[config.mk]
export PLATFORM = sky130hd
export DESIGN_NAME = alu_arbiter_flat
export DESIGN_NICKNAME = d
export VERILOG_FILES = /design/src/rtl/alu_pkg.sv /design/src/rtl/alu_arbiter_if.sv /design/src/rtl/alu.sv /design/src/rtl/alu_arbiter_rr_arbiter.sv /design/src/rtl/alu_arbiter.sv /design/src/flat_wrapper.sv
export SDC_FILE = /design/constraint.sdc
export NUM_CORES = 1
export LEC_CHECK = 0
export ABC_AREA = 1
export CAP_MARGIN = 20
export CORE_MARGIN = 2
export CORE_UTILIZATION = 40
export DETAILED_ROUTE_END_ITERATION = 7
export GPL_TIMING_DRIVEN = 0
export SYNTH_ARGS = -nofsm -noshare
export SYNTH_HDL_FRONTEND = slang
export SYNTH_SLANG_ARGS = --single-unit
[constraint.sdc]
create_clock -name clk -period 4.5 [get_ports clk]
set_input_delay 0.9 -clock clk [delete_from_list [all_inputs] [get_ports clk]]
set_output_delay 0.9 -clock clk [all_outputs]
set_load 0.02 [all_outputs]
[src/rtl/alu_pkg.sv]
// Shared types and constants for the ALU arbiter slice: op codes, legality check
// and the arbiter FSM state type.
package alu_pkg;

   typedef logic [3:0] alu_op_t;

   localparam alu_op_t ALU_AND   = 4'b0000;
   localparam alu_op_t ALU_OR    = 4'b0001;
   localparam alu_op_t ALU_ADD   = 4'b0010;
   localparam alu_op_t ALU_SUB   = 4'b0110;
   localparam alu_op_t ALU_PASSB = 4'b0111;
   localparam alu_op_t ALU_NOR   = 4'b1100;

   typedef enum logic [1:0] {
      IDLE = 2'd0,
      EXEC = 2'd1,
      RESP = 2'd2
   } arb_state_t;

   // True for the six op codes the ALU implements.
   function automatic logic alu_op_legal(alu_op_t op);
      case (op)
         ALU_AND, ALU_OR, ALU_ADD, ALU_SUB, ALU_PASSB, ALU_NOR: return 1'b1;
         default: return 1'b0;
      endcase
   endfunction

endpackage

[src/rtl/alu_arbiter_if.sv]
// Request/response bus between the execute units (master) and the shared ALU
// arbiter (slave).
interface alu_arbiter_if
   import alu_pkg::*;
#(
   parameter int unsigned N_REQ = 2,
   parameter int unsigned ID_W  = (N_REQ > 1) ? $clog2(N_REQ) : 1
);

   logic [N_REQ-1:0]             req_valid;
   logic [N_REQ-1:0]             req_ready;
   logic [N_REQ-1:0][63:0]       req_a;
   logic [N_REQ-1:0][63:0]       req_b;
   alu_op_t [N_REQ-1:0]          req_op;

   logic                         rsp_valid;
   logic                         rsp_ready;
   logic [ID_W-1:0]              rsp_id;
   logic [63:0]                  rsp_result;
   logic                         rsp_zero;
   logic                         rsp_illegal;

   modport master (
      output req_valid, req_a, req_b, req_op, rsp_ready,
      input  req_ready, rsp_valid, rsp_id, rsp_result, rsp_zero, rsp_illegal
   );

   modport slave (
      input  req_valid, req_a, req_b, req_op, rsp_ready,
      output req_ready, rsp_valid, rsp_id, rsp_result, rsp_zero, rsp_illegal
   );

endinterface

[src/rtl/alu.sv]
// Shared 64-bit ALU: AND, OR, ADD, SUB, pass-B, NOR. Unknown codes yield zero.
module alu
   import alu_pkg::*;
(
   input  logic [63:0] a,
   input  logic [63:0] b,
   input  alu_op_t     alu_control,
   output logic [63:0] result,
   output logic        zero
);

   // Result select on the control code; carries and borrows are dropped.
   always_comb begin
      result = '0;
      case (alu_control)
         ALU_AND:   result = a & b;
         ALU_OR:    result = a | b;
         ALU_ADD:   result = a + b;
         ALU_SUB:   result = a - b;
         ALU_PASSB: result = b;
         ALU_NOR:   result = ~(a | b);
         default:   result = '0;
      endcase
   end

   assign zero = (result == 64'd0);

endmodule

[src/rtl/alu_arbiter_rr_arbiter.sv]
// Combinational round-robin arbiter: picks the first asserted request searching
// upward from ptr+1, wrapping, and returns it one-hot and as an index.
module rr_arbiter #(
   parameter int unsigned N_REQ = 2,
   parameter int unsigned ID_W  = (N_REQ > 1) ? $clog2(N_REQ) : 1
) (
   input  logic [N_REQ-1:0] req,
   input  logic [ID_W-1:0]  ptr,
   output logic [N_REQ-1:0] grant,
   output logic [ID_W-1:0]  idx,
   output logic             grant_valid
);

   // Scan N_REQ slots starting just past the last winner; ptr itself is checked last.
   always_comb begin
      int unsigned j;
      j           = 0;
      grant       = '0;
      idx         = '0;
      grant_valid = 1'b0;
      for (int unsigned i = 1; i <= N_REQ; i++) begin
         j = (32'(ptr) + i) % N_REQ;
         if (!grant_valid && req[j]) begin
            grant_valid = 1'b1;
            grant       = N_REQ'(1) << j;
            idx         = ID_W'(j);
         end
      end
   end

endmodule

[src/rtl/alu_arbiter.sv]
// Shares one ALU among N_REQ requesters. One op in flight: IDLE accepts, EXEC
// evaluates the latched operands, RESP holds the result until the consumer takes
// it and can accept the next op in that same cycle.
module alu_arbiter
   import alu_pkg::*;
#(
   parameter int unsigned N_REQ = 2,
   parameter int unsigned ID_W  = (N_REQ > 1) ? $clog2(N_REQ) : 1
) (
   input  logic         clk,
   input  logic         reset_n,
   alu_arbiter_if.slave bus
);

   arb_state_t       state_q, state_d;
   logic [ID_W-1:0]  rr_ptr_q;

   logic [63:0]      op_a_q;
   logic [63:0]      op_b_q;
   alu_op_t          op_q;
   logic [ID_W-1:0]  id_q;

   logic             rsp_valid_q;
   logic [ID_W-1:0]  rsp_id_q;
   logic [63:0]      rsp_result_q;
   logic             rsp_zero_q;
   logic             rsp_illegal_q;

   logic [N_REQ-1:0] grant;
   logic [ID_W-1:0]  grant_idx;
   logic             grant_valid;
   logic             arb_en;
   logic             accept;

   logic [63:0]      alu_result;
   logic             alu_zero;

   rr_arbiter #(
      .N_REQ (N_REQ),
      .ID_W  (ID_W)
   ) u_rr (
      .req         (bus.req_valid),
      .ptr         (rr_ptr_q),
      .grant       (grant),
      .idx         (grant_idx),
      .grant_valid (grant_valid)
   );

   alu u_alu (
      .a           (op_a_q),
      .b           (op_b_q),
      .alu_control (op_q),
      .result      (alu_result),
      .zero        (alu_zero)
   );

   // Arbitration is open when idle, or in RESP while the held response drains.
   always_comb begin
      arb_en        = (state_q == IDLE) || ((state_q == RESP) && bus.rsp_ready);
      accept        = arb_en && grant_valid;
      bus.req_ready = arb_en ? grant : '0;
      state_d       = state_q;
      case (state_q)
         IDLE:    if (accept) state_d = EXEC;
         EXEC:    state_d = RESP;
         RESP:    if (bus.rsp_ready) state_d = accept ? EXEC : IDLE;
         default: state_d = IDLE;
      endcase
   end

   // State and round-robin pointer; the pointer moves only on an accepted handshake.
   always_ff @(posedge clk or negedge reset_n) begin
      if (!reset_n) begin
         state_q  <= IDLE;
         rr_ptr_q <= '0;
      end else begin
         state_q <= state_d;
         if (accept) rr_ptr_q <= grant_idx;
      end
   end

   // Operand capture from the granted requester.
   always_ff @(posedge clk or negedge reset_n) begin
      if (!reset_n) begin
         op_a_q <= '0;
         op_b_q <= '0;
         op_q   <= ALU_AND;
         id_q   <= '0;
      end else if (accept) begin
         op_a_q <= bus.req_a[grant_idx];
         op_b_q <= bus.req_b[grant_idx];
         op_q   <= bus.req_op[grant_idx];
         id_q   <= grant_idx;
      end
   end

   // Response register: loaded at the end of EXEC, held until rsp_ready.
   always_ff @(posedge clk or negedge reset_n) begin
      if (!reset_n) begin
         rsp_valid_q   <= 1'b0;
         rsp_id_q      <= '0;
         rsp_result_q  <= '0;
         rsp_zero_q    <= 1'b0;
         rsp_illegal_q <= 1'b0;
      end else if (state_q == EXEC) begin
         rsp_valid_q   <= 1'b1;
         rsp_id_q      <= id_q;
         rsp_result_q  <= alu_result;
         rsp_zero_q    <= alu_zero;
         rsp_illegal_q <= ~alu_op_legal(op_q);
      end else if ((state_q == RESP) && bus.rsp_ready) begin
         rsp_valid_q   <= 1'b0;
      end
   end

   assign bus.rsp_valid   = rsp_valid_q;
   assign bus.rsp_id      = rsp_id_q;
   assign bus.rsp_result  = rsp_result_q;
   assign bus.rsp_zero    = rsp_zero_q;
   assign bus.rsp_illegal = rsp_illegal_q;

endmodule
[src/flat_wrapper.sv]
// flat-port wrapper written by rule: the top's interface ports become plain ports
module alu_arbiter_flat import alu_pkg::*;
#(
   parameter int unsigned N_REQ = 2,
   parameter int unsigned ID_W  = (N_REQ > 1) ? $clog2(N_REQ) : 1
)
  (clk, reset_n, bus_req_valid, bus_req_a, bus_req_b, bus_req_op, bus_rsp_ready, bus_req_ready, bus_rsp_valid, bus_rsp_id, bus_rsp_result, bus_rsp_zero, bus_rsp_illegal);
  alu_arbiter_if #(.N_REQ(N_REQ), .ID_W(ID_W)) bus_i ();
  input  logic clk;
  input  logic reset_n;
  input wire logic [$bits(bus_i.req_valid)-1:0] bus_req_valid;
  input wire logic [$bits(bus_i.req_a)-1:0] bus_req_a;
  input wire logic [$bits(bus_i.req_b)-1:0] bus_req_b;
  input wire logic [$bits(bus_i.req_op)-1:0] bus_req_op;
  input wire logic [$bits(bus_i.rsp_ready)-1:0] bus_rsp_ready;
  output wire logic [$bits(bus_i.req_ready)-1:0] bus_req_ready;
  output wire logic [$bits(bus_i.rsp_valid)-1:0] bus_rsp_valid;
  output wire logic [$bits(bus_i.rsp_id)-1:0] bus_rsp_id;
  output wire logic [$bits(bus_i.rsp_result)-1:0] bus_rsp_result;
  output wire logic [$bits(bus_i.rsp_zero)-1:0] bus_rsp_zero;
  output wire logic [$bits(bus_i.rsp_illegal)-1:0] bus_rsp_illegal;
  assign bus_i.req_valid = bus_req_valid;
  assign bus_i.req_a = bus_req_a;
  assign bus_i.req_b = bus_req_b;
  assign bus_i.req_op = bus_req_op;
  assign bus_i.rsp_ready = bus_rsp_ready;
  assign bus_req_ready = bus_i.req_ready;
  assign bus_rsp_valid = bus_i.rsp_valid;
  assign bus_rsp_id = bus_i.rsp_id;
  assign bus_rsp_result = bus_i.rsp_result;
  assign bus_rsp_zero = bus_i.rsp_zero;
  assign bus_rsp_illegal = bus_i.rsp_illegal;
  alu_arbiter #(.N_REQ(N_REQ), .ID_W(ID_W)) u_core (.clk(clk), .reset_n(reset_n), .bus(bus_i));
endmodule
**Word-level counts from Yosys, hierarchy flattened**

Cells that the tools add are included.

- Output and inout bits: 70
- Memories: 0
- Memory bits (read-only): 0
- Latch bits: 0
- Bits in registers: 203
- Bits in writable memories: 0
- Word-level logic and storage cells: 69
- Input bits: 269

- $add $sub $neg: 4
- Multiplexer cells: 26
- Order comparisons: 3
- Reduce and logical (&&, ||, !) cells: 11
- Equal/unequal tests: 9
- Shifts and indexed selects: 2
- Bitwise operators: 4
- Divide/modulo/power cells: 0
- Multipliers: 0

Operators by type and width:

| operator | count |
|---|---|
| $pmux W64 S6 | 1 |
| $mux W64 | 4 |
| $add A64 B64 Y64 | 1 |
| $and A64 B64 Y64 | 1 |
| $logic_not A64 Y1 | 1 |
| $not A64 Y64 | 1 |
| $or A64 B64 Y64 | 1 |
| $sub A64 B64 Y64 | 1 |
| $mux W1 | 13 |
| $mux W2 | 5 |
| $eq A4 B3 Y1 const B | 2 |
| $mux W4 | 2 |
| $lt A1 B2 Y1 const B | 3 |
| $pmux W2 S3 | 1 |
| $reduce_or A6 Y1 | 1 |
| $eq A4 B1 Y1 const B | 1 |
| $eq A4 B2 Y1 const B | 1 |
| $eq A4 B4 Y1 const B | 1 |
| $logic_not A4 Y1 | 1 |
| $shl A1 B1 Y2 const A | 2 |
| $logic_and A1 B1 Y1 | 3 |
| $add A1 B1 Y1 const B | 2 |
| $eq A2 B1 Y1 const B | 1 |
| $eq A2 B2 Y1 const B | 1 |
| other kinds (8) | 8 |

**Depth between registers and ports, before layout**

Gate-level depths: netlist (run 1).

- Depth after elaboration: 11
- Mapped depth: 36
- Depth with buffers taken out: 36

**Modules after synthesis**

A second synthesis (run 1) with hierarchy kept.

- Cell total of the unflattened synthesis: 3162
- Area total of the unflattened synthesis: 19782.7 µm²

Modules (own cells, without submodules):

| module | times used | area an instance (µm²) | cells an instance | sequential area each (µm²) |
|---|---|---|---|---|
| alu | 1 | 10212.3 | 2122 | 0.0 |
| alu_arbiter | 1 | 9536.6 | 1033 | 5079.9 |
| rr_arbiter | 1 | 33.8 | 7 | 0.0 |

**Worst setup path after synthesis (run 1)**

Ideal clock, no wire load.

- Path type: register to register
- Start point: register u_core.op_b_q[0]
- End point: register u_core.rsp_zero_q, in the netlist u_core.bus.rsp_zero
- Required time: 4435 ps
- Clock period less this slack: 3812 ps
- Data arrival time: 3746 ps
- Setup time: 65 ps
- Slack: 688 ps
- Stages on the path, launching flop included: 35
- Buffers on the path: 0
- Path through: dfrtp_1 -> inv_1 -> ha_1 -> nand2_2 -> nor2_4 -> inv_2 -> nor2_4 -> inv_2 -> nor3_2 -> nand2_2 -> nor2_4 -> nand2_4 -> nor3_4 -> nand3_2 -> o31ai_1 -> xor2_1 -> ha_1 -> nand2_1 -> nor2_1 -> inv_1 -> nor2_1 -> inv_1 -> nor2_1 -> nand3_1 -> nand3_1 -> nand2_1 -> nand3_1 -> nand2_1 -> nor2_1 -> nand2_1 -> nor2_1 -> nand2_1 -> nor2_1 -> nand3_1 -> nand2_1

- Longest elaborated chain between the ends: 4
- Elaborated cells between the ends (all ways): 7
- Classes of those cells: add/sub: 2; mux: 1; bitwise: 3; reduce/logical: 1

RTL lines:

| element | RTL line | text |
|---|---|---|
| start: declaration | alu_arbiter.sv:19 | `logic [63:0] op_b_q;` |
| start signal: assignment | alu_arbiter.sv:91 | `op_b_q <= bus.req_b[grant_idx];` |
| branches (longest 2 deep; another with $sub A64 B64 Y64) | n/a |  |
| $pmux W64 S6 * | alu.sv:15 | `case (alu_control)` |
| $logic_not A64 Y1 * | alu.sv:26 | `assign zero = (result == 64'd0);` |
| end signal: assignment | alu_arbiter.sv:109 | `rsp_zero_q <= alu_zero;` |
| end: declaration | alu_arbiter.sv:26 | `logic rsp_zero_q;` |

Mark *: on every way between the ends.
A chain may end at the register's enable or synchronous reset.

**Final worst setup path (run 1)**

- Start point: register u_core.op_b_q[1]
- End point: register u_core.rsp_zero_q, in the netlist u_core.bus.rsp_zero

Same word-level chain as after synthesis.

==> results.cfg, run 1 <==
[synth]
synthArstFlopShare = 1.00
syn_avg_cell_area_um2 = 6.12
synthesis.area_um2 = 18900
yosys_warnings = 0
synth_edf_count = 0
ys_seq_area_frac = 0.269
yosys.cell_types.count = 50
synth_seq_cells = 203
yosys_most_used_dff = dfrtp_1
syn_nets = 3418
syn_inst = 3082

[pwr]
sw_frac_of_total = 0.598
internal_power_mw = 9.54
netSwitchingPower_mw = 14.2
p_seq_frac = 0.174
p_per_area_nw_per_um2 = 941
pwr-share-clk = 0.081
power_frac_comb = 0.745
vdd_ir_drop_max_v = 0.000471
power.leakage_nw = 11.7
finalPower_mw = 23.7

[worst_setup_path]
r2r-end = u_core.bus.rsp_zero
ff2ff_path_depth = 32
critPathMaxFanout = 5
cp-start-kind = register
critical-path-slowest-cell = dfrtp_2
required_ps = 5010
r2r_slack_ps = -310
cp_slowest_stage_delay_ps = 460
r2r_start = u_core.op_b_q[1]
setup.worst_path.class = register to register
cp.arrival_ps = 5320
cp-end-kind = register

[routing]
antenna_left = 0
vias_per_cell = 5.68
dr.pass1.iters = 8
drt-initial-drc-count = 2525
routedWlPerCell_um = 22.7
dr_total_vias = 23256
remaining_drc_errors = 0
wirelength_um = 93000

[global_routing]
grt_pass1_wl_um = 134000
grt_overflow = 0
antenna_found_initial = 2
grtUsageTotal = 0.364
grt_max_degree = 114
grt_pass1_vias = 21653

[placed_design]
globalplace.congestion = 0.992
hpwl_um = 77500
pre_cts_ws_ps = -1590
port_buffers = 337

[cts]
insertion_delay_ps = 570
clockRootBuffer = clkbuf_16
cts_buffer_depth = 3
clock-sinks = 203
h-tree-depth = 1
ctsHoldBuffers = 0
cts_tree = yes
path_clk_slew_ps = 60
cts_buffers = 25

[timing]
finalCriticalPeriod_ps = 4810
grt_setup_unrepaired = true
whs_ps = 411
worstMarginPinSlew_ps = 1180
post-route-period-util = 1.07
hold_viol_final = 0
layout_setup_ws_ps = -311
setup_violations = 2
setup_tns_ps = -322
clock_skew_ps = 23.4
max_freq_mhz = 208
finalMaxSlewViolations = 0
slew_headroom = 0.211

[floorplanning]
coreArea_um2 = 46600
io_pins = 339
die_w_um = 221
fp.dieH_um = 221
placementRows = 79
dieArea_um2 = 48900
start_util = 0.405

[final_layout]
fin_util = 0.541
final_cell_mix = 810 x nand2_1, 402 x nor2_1, 380 x inv_1
nets = 3805
area_growth_pct = 33.6
layout_commonest_cell = nand2_1
final_layout_size_suffix_gt1_frac = 0.107

[outcome]
status = complete, but fails checks
violations = negative setup slack

[job]
drv_cap = 0

[hold_path]
hp-class = input pin to asynchronous set/reset pin
[flip-flops by register name (all words and copies together), names as in the netlist]
register / count
u_core.bus.rsp_id: 1
u_core.bus.rsp_illegal: 1
u_core.bus.rsp_result: 64
u_core.bus.rsp_valid: 1
u_core.bus.rsp_zero: 1
u_core.id_q: 1
u_core.op_a_q: 64
u_core.op_b_q: 64
u_core.op_q: 4
u_core.state_q: 2
[Yosys cell counts, types with 24 or more instances]
cell type  count  area (µm²)
ha_1          66         826
a31oi_1       45         282
inv_1        397        1490
nand3_1      142         711
a21oi_1      210        1050
dfrtp_1      203        5080
nand3b_1      24         180
o21ai_0       80         400
nor3_1        53         265
nand2_1      847        3180
clkbuf_1     119         447
o31ai_1      134        1010
a311oi_1      25         219
nor2_1       472        1770
nand4_1       36         225
xor2_1        58         508
[cells by family after synthesis]
group                      count (synthesis)  synth area share
and+or+nand+nor                         1627             0.357
AOI/OAI and AO/OA                        569             0.189
buffers and inverters                    555             0.112
DFF                                      203             0.269
adders and majority gates                 67            0.0448
xor gates and xnor gates                  61            0.0283
[layer usage]
metal	up-vias	GRT usage	share of wire
li1	10828	-	-
met1	11000	0.524	0.44
met2	1273	0.564	0.43
met3	155	0.0507	0.095
met4	0	0.113	0.036
met5	-	0	0
[metrics by stage]
stage	cells	area (µm²)
floorplan	3082	18900
global placement	4026	23000
detailed placement	4027	23000
CTS	4070	24000
global route	4090	25200
finish	4091	25200
[critical path, delay by kind of cell, from the launching register on]
kind            cells  cell delay, ps
simple gates       22            2590
compound gates      3             650
flops               1             460
fa+ha+maj           2             440
buf+inv             4             390
xor+xnor            1             230
[worst max path at each step]
| stage | slack [ps] | endpoint | cells after the start | start |
|---|---|---|---|---|
| after global placement | -6000 | u_core.bus.rsp_result[60] | 1 | reset_n |
| after global routing | -500 | u_core.bus.rsp_zero | 34 | u_core.op_b_q[1] |
| after detailed placement | -1590 | u_core.bus.rsp_zero | 28 | u_core.op_q[0] |
| after floorplan | 690 | u_core.bus.rsp_zero | 34 | u_core.op_b_q[0] |
| after CTS | -360 | u_core.bus.rsp_zero | 35 | u_core.op_b_q[0] |
| final | -310 | u_core.bus.rsp_zero | 32 | u_core.op_b_q[1] |
[layout make-up]
| cell class | instances | area (µm²) |
|---|---|---|
| Timing Repair Buffer | 366 | 3640 |
| Clock inverter | 8 | 72.6 |
| Buffer | 143 | 587 |
| Inverter | 406 | 1530 |
| Fill cell | 4663 | 21400 |
| Tap cell | 607 | 759 |
| Multi-Input combinational cell | 2324 | 12900 |
| Sequential cell | 203 | 5080 |
| Clock buffer | 32 | 662 |
| Antenna cell | 2 | 5.00 |
[power groups by stage]
stage | clock network [mW] | logic [mW] | registers (mW)
floorplan | 0 | 9.75 | 3.66
global placement | 0 | 15.3 | 3.90
detailed placement | 0 | 15.4 | 3.92
CTS | 1.92 | 15.8 | 3.93
global route | 1.99 | 19.0 | 4.17
finish | 1.92 | 17.7 | 4.12
[repair_timing]
item | in CTS | in global routing
cloned | 0 | 0
gates resized for setup | 62 | 263
hold endpoints to repair | 0 | 0
endpoints found under the setup margin | 58 | 30
pin swaps | 9 | 74
setup buffers | 4 | 24
Power figures use the tool's default switching activity.
==> run 2: changes to the inputs <==
--- a/config.mk
+++ b/config.mk
@@ -10,6 +10,7 @@
 export CORE_MARGIN = 2
 export CORE_UTILIZATION = 40
 export DETAILED_ROUTE_END_ITERATION = 7
+export DONT_BUFFER_PORTS = 1
 export GPL_TIMING_DRIVEN = 0
 export SYNTH_ARGS = -nofsm -noshare
 export SYNTH_HDL_FRONTEND = slang
==> results.cfg, run 2 (synthesis gave the netlist of run 1 again) <==
[placed_design]
hpwl_um = 72700
port_buffers = 0
pre_cts_ws_ps = -1450
globalplace.congestion = 1.03

[routing]
vias_per_cell = 5.71
dr.pass1.iters = 5
drt-initial-drc-count = 2518
antenna_left = 0
remaining_drc_errors = 0
wirelength_um = 87500
dr_total_vias = 21443
routedWlPerCell_um = 23.3

[timing]
worstMarginPinSlew_ps = 1150
clock_skew_ps = 16.0
slew_headroom = 0.228
finalMaxSlewViolations = 0
layout_setup_ws_ps = -151
whs_ps = 50.9
setup_tns_ps = -151
setup_violations = 1
max_freq_mhz = 215
hold_viol_final = 0
grt_setup_unrepaired = true
finalCriticalPeriod_ps = 4650
post-route-period-util = 1.03

[floorplanning]
placementRows = 79
fp.dieH_um = 221
io_pins = 339
die_w_um = 221
start_util = 0.405
dieArea_um2 = 48900
coreArea_um2 = 46600

[hold_path]
hp-class = input pin to asynchronous set/reset pin

[final_layout]
fin_util = 0.467
area_growth_pct = 15.3
nets = 3464
final_layout_size_suffix_gt1_frac = 0.111
final_cell_mix = 820 x nand2_1, 408 x nor2_1, 381 x inv_1
layout_commonest_cell = nand2_1

[worst_setup_path]
required_ps = 5000
cp_slowest_stage_delay_ps = 480
cp-start-kind = register
critical-path-slowest-cell = dfrtp_2
crit_family = simple AND/OR/NAND/NOR gates
critPathMaxFanout = 5
cp-end-kind = register
crit_top_cell = nor2_4
cp.buffers_inverters = 3
cp.arrival_ps = 5150
setup.worst_path.class = register to register

[global_routing]
grt_pass1_wl_um = 128000
grt_max_degree = 204
grt_overflow = 0
antenna_found_initial = 4
grt_pass1_vias = 20152
grtUsageTotal = 0.347

[cts]
clockRootBuffer = clkbuf_16
cts_buffers = 25
path_clk_slew_ps = 60
clock-sinks = 203
insertion_delay_ps = 560
cts_tree = yes
h-tree-depth = 1
cts_buffer_depth = 3

[outcome]
status = complete, but fails checks
violations = negative setup slack

[job]
drv_cap = 0
==> run 2: changes by cell type in the layout (fill, tap and decap cells not counted), sizes merged <==
cell | previous run | this run
clkinv | 7 | 1
diode | 2 | 3
buf | 56 | 57
clkbuf | 149 | 145
clkdlybuf4s50 | 336 | 0
inv | 406 | 408
clkinvlp | 0 | 6
bufinv | 1 | 2
==> run 2: worst paths after layout <==
check | from | to | slack (ps) | depth (start not counted)
min in group clk | u_core.state_q[0] | u_core.state_q[1] | 470 | 1
hold / removal | reset_n | u_core.op_q[1] | 50 | 0
setup / recovery | u_core.op_b_q[0] | u_core.bus.rsp_zero | -150 | 33
max in group asynchronous | reset_n | u_core.bus.rsp_result[18] | 3870 | 0
hold reg to reg | u_core.state_q[0] | u_core.state_q[1] | 470 | 1
setup reg to reg | u_core.op_b_q[0] | u_core.bus.rsp_zero | -150 | 33
==> run 2: stage by stage <==
stage | cells | cell area, µm²
floorplan | 3082 | 18900
global placement | 3689 | 19600
detailed placement | 3689 | 19600
CTS | 3746 | 21000
global route | 3756 | 21700
finish | 3756 | 21700
==> run 2: cell type report <==
class | instances | area, µm²
Buffer | 140 | 579
Clock buffer | 34 | 729
Tap cell | 607 | 759
Timing Repair Buffer | 28 | 218
Inverter | 406 | 1530
Multi-Input combinational cell | 2324 | 12700
Antenna cell | 3 | 7.51
Sequential cell | 203 | 5090
Clock inverter | 11 | 128
Fill cell | 4921 | 24800
==> run 2: what timing repair did <==
| item | 4_1_cts | 5_1_grt |
|---|---|---|
| buffers inserted | 12 | 16 |
| gates resized for setup | 110 | 183 |
| cloned | 0 | 0 |
| hold buffers | 0 | 0 |
| pin swaps | 27 | 65 |
| endpoints found under the setup margin | 55 | 25 |
==> run 2: routing by layer <==
metal | vias up | wire (µm) | track usage
met1 | 10055 | 38000 | 0.483
li1 | 10163 | - | -
met4 | 0 | 3510 | 0.132
met2 | 1076 | 36700 | 0.514
met3 | 149 | 9210 | 0.0891
met5 | - | 0 | 0
==> run 2: worst reg2reg max path: cells and delay by family (launching register included) <==
kind	cells	cell delay [ps]
flip-flops	1	480
adder cells (fa/ha/maj)	2	520
XOR/XNOR	1	230
AO/OA/AOI/OAI	2	430
AND/OR/NAND/NOR	25	2730
buffers and inverters	3	220
Power of run 2 is left out: the tool's default activity adds up to more than one toggle a clock period on the data nets, which glitch-free logic cannot reach.
